==> config.mk <==
export PLATFORM = sky130hd
export DESIGN_NAME = itcm_loader
export DESIGN_NICKNAME = d
export VERILOG_FILES = /design/src/rtl/itcm_loader_pkg.sv /design/src/rtl/byte_word_packer.sv /design/src/rtl/itcm_loader.sv
export SDC_FILE = /design/constraint.sdc
export NUM_CORES = 1
export LEC_CHECK = 0
export BUFFER_PORTS_ARGS = -buffer_cell sky130_fd_sc_hd__buf_2
export CORE_MARGIN = 2
export CORE_UTILIZATION = 40
export CTS_CLUSTER_SIZE = 20
export DETAILED_ROUTE_END_ITERATION = 8
export PLACE_DENSITY = 0.6
export SYNTH_ARGS = -nofsm -noshare
export SYNTH_HDL_FRONTEND = slang
export SYNTH_SLANG_ARGS = --single-unit
export TNS_END_PERCENT = 50
==> constraint.sdc <==
create_clock -name clk -period 6.25 [get_ports clk]
set_input_delay 0.625 -clock clk [delete_from_list [all_inputs] [get_ports clk]]
set_output_delay 0.625 -clock clk [all_outputs]
set_load 0.1 [all_outputs]
==> src/rtl/itcm_loader_pkg.sv <==
// Shared constants and types for the boot-time ITCM loader.
package itcm_loader_pkg;

  localparam int unsigned ITCM_RAM_AW    = 10;
  localparam int unsigned ITCM_RAM_DW    = 32;
  localparam int unsigned BYTES_PER_WORD = 4;

  typedef enum logic [2:0] {
    StHdr  = 3'd0,
    StData = 3'd1,
    StCsum = 3'd2,
    StDone = 3'd3,
    StErr  = 3'd4
  } loader_state_e;

endpackage

==> src/rtl/byte_word_packer.sv <==
// Packs a little-endian byte stream into 32-bit words; word_valid pulses with the 4th byte.
module byte_word_packer
  import itcm_loader_pkg::*;
(
  input  logic        clk,
  input  logic        rst_n,
  input  logic        clear,
  input  logic        byte_valid,
  input  logic [7:0]  byte_data,
  output logic        word_valid,
  output logic [31:0] word
);

  logic [1:0]  cnt_q;
  logic [31:0] sh_q, sh_d;

  always_comb begin
    sh_d = sh_q;
    if (byte_valid) begin
      sh_d[{cnt_q, 3'b000} +: 8] = byte_data;
    end
  end

  // Word is presented combinationally in the same cycle its last byte is accepted.
  assign word_valid = byte_valid && (cnt_q == 2'(BYTES_PER_WORD - 1));
  assign word       = sh_d;

  always_ff @(posedge clk or negedge rst_n) begin
    if (!rst_n) begin
      cnt_q <= '0;
      sh_q  <= '0;
    end else if (clear) begin
      cnt_q <= '0;
      sh_q  <= '0;
    end else if (byte_valid) begin
      cnt_q <= cnt_q + 2'd1;
      sh_q  <= sh_d;
    end
  end

endmodule

==> src/rtl/itcm_loader.sv <==
// Boot loader: streams a checksummed image into ITCM while holding the cpu, then
// hands the ITCM port over to the cpu.
module itcm_loader
  import itcm_loader_pkg::*;
#(
  parameter int unsigned AW = ITCM_RAM_AW,
  parameter int unsigned DW = ITCM_RAM_DW
) (
  input  logic              clk,
  input  logic              rst_n,
  input  logic              s_valid,
  input  logic [7:0]        s_data,
  output logic              s_ready,
  input  logic              reload,
  output logic              cpu_hold,
  output logic              load_done,
  output logic              load_err,
  input  logic              cpu_itcm_we,
  input  logic [AW-1:0]     cpu_itcm_addr,
  input  logic [DW-1:0]     cpu_itcm_din,
  input  logic [DW/8-1:0]   cpu_itcm_wem,
  output logic [DW-1:0]     cpu_itcm_dout,
  output logic              itcm_ram_we,
  output logic [AW-1:0]     itcm_ram_addr,
  output logic [DW-1:0]     itcm_ram_din,
  output logic [DW/8-1:0]   itcm_ram_wem,
  input  logic [DW-1:0]     itcm_ram_dout
);

  localparam int unsigned MW = DW / 8;
  // Widened so that N == 2^AW is representable and the compare spans all 32 bits of N.
  localparam logic [32:0] MaxWords = 33'd1 << AW;

  loader_state_e state_q, state_d;
  logic [31:0]   n_q, n_d;
  logic [AW:0]   idx_q, idx_d;
  logic [31:0]   csum_q, csum_d;
  logic          we_q, we_d;
  logic [AW-1:0] addr_q, addr_d;
  logic [DW-1:0] din_q, din_d;
  logic          clear;
  logic          word_valid;
  logic [31:0]   word;

  assign s_ready = (state_q == StHdr) || (state_q == StData) || (state_q == StCsum);

  byte_word_packer u_packer (
    .clk        (clk),
    .rst_n      (rst_n),
    .clear      (clear),
    .byte_valid (s_valid && s_ready),
    .byte_data  (s_data),
    .word_valid (word_valid),
    .word       (word)
  );

  always_comb begin
    state_d = state_q;
    n_d     = n_q;
    idx_d   = idx_q;
    csum_d  = csum_q;
    we_d    = 1'b0;
    addr_d  = addr_q;
    din_d   = din_q;
    clear   = 1'b0;
    case (state_q)
      StHdr: begin
        if (word_valid) begin
          n_d    = word;
          idx_d  = '0;
          csum_d = '0;
          if ({1'b0, word} > MaxWords) begin
            state_d = StErr;
          end else if (word == 32'd0) begin
            state_d = StCsum;
          end else begin
            state_d = StData;
          end
        end
      end
      StData: begin
        if (word_valid) begin
          csum_d = csum_q + word;
          we_d   = 1'b1;
          addr_d = idx_q[AW-1:0];
          din_d  = word;
          idx_d  = idx_q + 1'b1;
          if (32'(idx_d) == n_q) begin
            state_d = StCsum;
          end
        end
      end
      StCsum: begin
        if (word_valid) begin
          state_d = (word == csum_q) ? StDone : StErr;
        end
      end
      StDone, StErr: begin
        if (reload) begin
          state_d = StHdr;
          n_d     = '0;
          idx_d   = '0;
          csum_d  = '0;
          clear   = 1'b1;
        end
      end
      default: state_d = StHdr;
    endcase
  end

  always_ff @(posedge clk or negedge rst_n) begin
    if (!rst_n) begin
      state_q <= StHdr;
      n_q     <= '0;
      idx_q   <= '0;
      csum_q  <= '0;
      we_q    <= 1'b0;
      addr_q  <= '0;
      din_q   <= '0;
    end else begin
      state_q <= state_d;
      n_q     <= n_d;
      idx_q   <= idx_d;
      csum_q  <= csum_d;
      we_q    <= we_d;
      addr_q  <= addr_d;
      din_q   <= din_d;
    end
  end

  assign cpu_hold      = (state_q != StDone);
  assign load_done     = (state_q == StDone);
  assign load_err      = (state_q == StErr);
  assign cpu_itcm_dout = itcm_ram_dout;

  always_comb begin
    if (state_q == StDone) begin
      itcm_ram_we   = cpu_itcm_we;
      itcm_ram_addr = cpu_itcm_addr;
      itcm_ram_din  = cpu_itcm_din;
      itcm_ram_wem  = cpu_itcm_wem;
    end else begin
      itcm_ram_we   = we_q;
      itcm_ram_addr = addr_q;
      itcm_ram_din  = din_q;
      itcm_ram_wem  = {MW{we_q}};
    end
  end

endmodule
==> reports/qor.csv <==
stage,metric,value,unit
status,outcome,finished clean,
yosys,mux share of post-synthesis cell area,0.1076,%
timing,setup violators final,0,
clocking,number of buffers inserted by hold repair at cts,0,
setup_path,worst r2r src,u_packer.cnt_q[0]$_DFFE_PN0P_,
power_and_ir_drop,Seq pwr share,26.9,%
timing,Slew headroom,33.96,%
setup_path,Worst setup SP type,register,
setup_path,CP Capture Type,register,
floorplanning,Core Rows,55,
yosys,"Seq/Total Area, Yosys",41.71,%
yosys,"EDFF count, synth",0,
power_and_ir_drop,VDD IR max,0.2658,mV
yosys,Synth Flop Type,dfrtp_1,
floorplanning,Die Width,156.5,µm
placement,DPL Wire Length,18260,µm
yosys,largest family of logic cells by synthesized area,simple AND/OR/NAND/NOR gates,
grt,vias in the first global route,7504,
setup_path,CP startpoint,u_packer.cnt_q[0]$_DFFE_PN0P_,
yosys,syn_nets,1241,
clocking,CTS tree,done,
power_and_ir_drop,Leakage,5.360,nW
setup_path,Reg-to-Reg End,csum_q[28]$_DFFE_PN0P_,
clocking,clock-pin transition on the worst setup and hold timing paths,0.07,ns
routing,Routed Antenna Nets,0,
floorplanning,die area,0.02448,mm²
timing,RSZ-0062 raised after global routing,false,
routing,Initial DRC Count,602,
worst_hold_path,Hold Path Class,input port to async pin,
routing,DRC,0,
final_layout,antenna cells,0,
yosys,fraction of the mapped netlist area in simple logic gates,22.39,%
placement,IO buf count,109,
timing,post-layout minimum cycle time,4.958,ns
timing,Final Max Tran Viols,0,
yosys,Adder-Cell Fraction of Synth Area,5.194,%
final_layout,"Net count, final",1281,
clocking,Clock Tree Root,clkbuf_16,
floorplanning,# IOs,174,
placement,gpl congestion,0.9029,
power_and_ir_drop,clock power share,22.5,%
timing,upper clock frequency limit,201.7,MHz
yosys,YS warnings,0,
setup_path,"reg-to-reg slack, setup",1.29,ns
clocking,CTS Sinks,155,
final_layout,share of layout cells above drive strength 1,14.60,%
routing,WL/cell,18.07,µm
grt,initial antenna violation count,2,
placement,Setup WS pre-CTS,1.323,ns
yosys,post-synthesis xor/xnor area fraction,4.427,%
clocking,post-cts resize count,0,
power_and_ir_drop,switching share of total power,49.96,%
timing,Final Cycle Share,79.32,%
power_and_ir_drop,Internal,2.511,mW
timing,PnR worst setup slack,1.292,ns
power_and_ir_drop,net switching power,2.507,mW
clocking,maximum buffer depth of the clock tree,2,
routing,drt first pass iters,5,
grt,largest net degree at the start of global routing,104,
floorplanning,Starting Density,40.95,%
yosys,Yosys reg bits,155,
timing,Final Skew,0.01155,ns
power_and_ir_drop,Gate power share,50.6,%
setup_path,Reg2Reg Depth,15,
yosys,synthesized area,0.009299,mm²
yosys,Synth Area in Compound Gates,19.66,%
routing,post-DR vias/cell,5.531,
floorplanning,die height,156.5,µm
final_layout,Layout area overhead,12.23,%
setup_path,Max Fanout on Critical Path,15,
power_and_ir_drop,P per Cell Area,480.9,mW/mm²
timing,Slew @ Worst Pin,0.9818,ns
clocking,post-CTS setup buffer count,0,
routing,via count,8014,
clocking,Clock Latency Late Sink,0.43,ns
grt,first-pass GRT wire length,41700,µm
timing,hold_ws,0.3226,ns
job,max-cap viol count,0,
setup_path,Worst setup endpoint,csum_q[28]$_DFFE_PN0P_,
floorplanning,Core Region,0.02271,mm²
grt,gr usage total,21.94,%
setup_path,CP arrival,5.24,ns
clocking,Num CTS Buffers,17,
setup_path,CP Class,register to register,
yosys,Gate Count Post-Synth,1112,
power_and_ir_drop,Power Total,5.019,mW
yosys,Async SR Flop Fraction,100.0,%
timing,Final Hold Vio Count,0,
routing,drt total wl,26180,µm
timing,final total negative setup slack,0,ns
yosys,"Avg Cell Area, Syn",8.362,µm²
yosys,post-synth cell types,68,
grt,grt ovf,0,
setup_path,Crit path required time,6.54,ns
clocking,H-tree depth,4,
==> registers in the layout (all words and copies together), names as in the netlist <==
name            flops
u_packer.cnt_q      2
we_q                1
csum_q             32
din_q              32
n_q                32
state_q             3
u_packer.sh_q      32
idx_q              11
addr_q             10
==> cell families after synthesis <==
family	Yosys count
flops	155
buf+inv	122
mux	1
fa+ha+maj	38
simple gates	475
xor+xnor	47
compound gates	274
==> worst max-delay path, cell delays in order (launching register included) <==
cell      delay [ns]
dfrtp_1         0.46
inv_1           0.16
ha_1            0.40
nor4bb_1        0.36
and3_1          0.54
a22o_1          0.34
ha_1            0.32
nor2b_1         0.16
o31ai_1         0.34
a21oi_1         0.17
o41ai_2         0.63
o21ai_2         0.22
a211o_1         0.30
a21oi_1         0.17
xor2_1          0.15
o21ai_0         0.08
==> cell usage after synthesis (7+ instances only) <==
library cell	number	area (µm²)
o21ai_0	96	480.5
clkbuf_1	55	206.5
o21a_1	7	52.55
nor3_1	9	45.04
nand3_1	28	140.1
and3_1	13	81.33
a21oi_1	45	225.2
buf_4	33	247.7
nand2_1	323	1212
ha_1	37	462.9
dfrtp_1	155	3879
inv_1	23	86.33
a22o_1	62	543.0
a21o_1	15	112.6
xor2_1	18	157.7
xnor2_1	29	254.0
nand4_1	7	43.79
nor2_1	38	142.6
nor4_1	18	112.6
==> through the flow <==
stage | util (%) | cell area, µm² | instances
final | 45.96 | 10440 | 1449
after global routing | 45.96 | 10440 | 1449
after CTS | 45.96 | 10440 | 1449
after detailed placement | 43.17 | 9803 | 1418
after global placement | 43.17 | 9803 | 1418
after floorplan | - | 9299 | 1112
==> worst min-delay path by stage <==
stage          slack (ns)               endpoint
2_1_floorplan        0.33  addr_q[0]$_DFFE_PN0P_
3_3_place_gp         0.46  addr_q[6]$_DFFE_PN0P_
3_5_place_dp         0.46  din_q[12]$_DFFE_PN0P_
4_1_cts              0.36  addr_q[1]$_DFFE_PN0P_
5_1_grt              0.40  addr_q[1]$_DFFE_PN0P_
6_report             0.32  addr_q[1]$_DFFE_PN0P_
==> metal layers <==
| layer | share of wire [%] | wire, µm | GRT usage (%) | vias up |
|---|---|---|---|---|
| met5 | 0.050 | 13 | 0 | - |
| met4 | 1.8 | 466 | 6.204 | 2 |
| met3 | 5.9 | 1542 | 4.099 | 35 |
| met2 | 45 | 11870 | 34.78 | 252 |
| met1 | 47 | 12280 | 30.70 | 3832 |
| li1 | - | - | - | 3893 |
==> power by group through the flow <==
stage / logic, mW / clock network [mW] / registers (mW)
floorplan: 2.14 / 0 / 1.30
global placement: 2.51 / 0 / 1.36
detailed placement: 2.53 / 0 / 1.37
CTS: 2.53 / 1.15 / 1.35
global route: 2.72 / 1.19 / 1.38
finish: 2.54 / 1.13 / 1.35
==> layout by cell type (no fill, tap or decap), types with 3 or more instances in the layout <==
master / instances
o31ai_1: 4
clkinv_4: 4
o21ai_0: 96
nor4_1: 17
nor2_1: 37
ha_1: 37
a22oi_1: 3
or4_1: 6
o21a_1: 7
a22o_1: 62
or3_1: 6
a211oi_1: 5
inv_1: 23
nand3_1: 27
xnor2_1: 29
a21oi_1: 45
o2111ai_1: 3
clkbuf_16: 17
a31oi_1: 5
nand4_1: 7
and3_1: 13
o211ai_1: 3
buf_2: 108
bufinv_16: 4
nor2b_1: 5
and2_1: 5
clkinvlp_4: 3
xor2_1: 18
nand2_1: 323
nor3_1: 9
a21o_1: 15
buf_4: 10
dfrtp_1: 155
==> area by class of cell <==
class                      instances  area [µm²]
clock buffer                      18       439.2
clock inverter                    13       193.9
fill                            2254       12270
inverter                          24       90.09
multi-input combinational        835        4851
sequential                       155        3879
tap                              285       356.6
timing repair buffer             119       626.9
(Power assumes the default switching activity.)
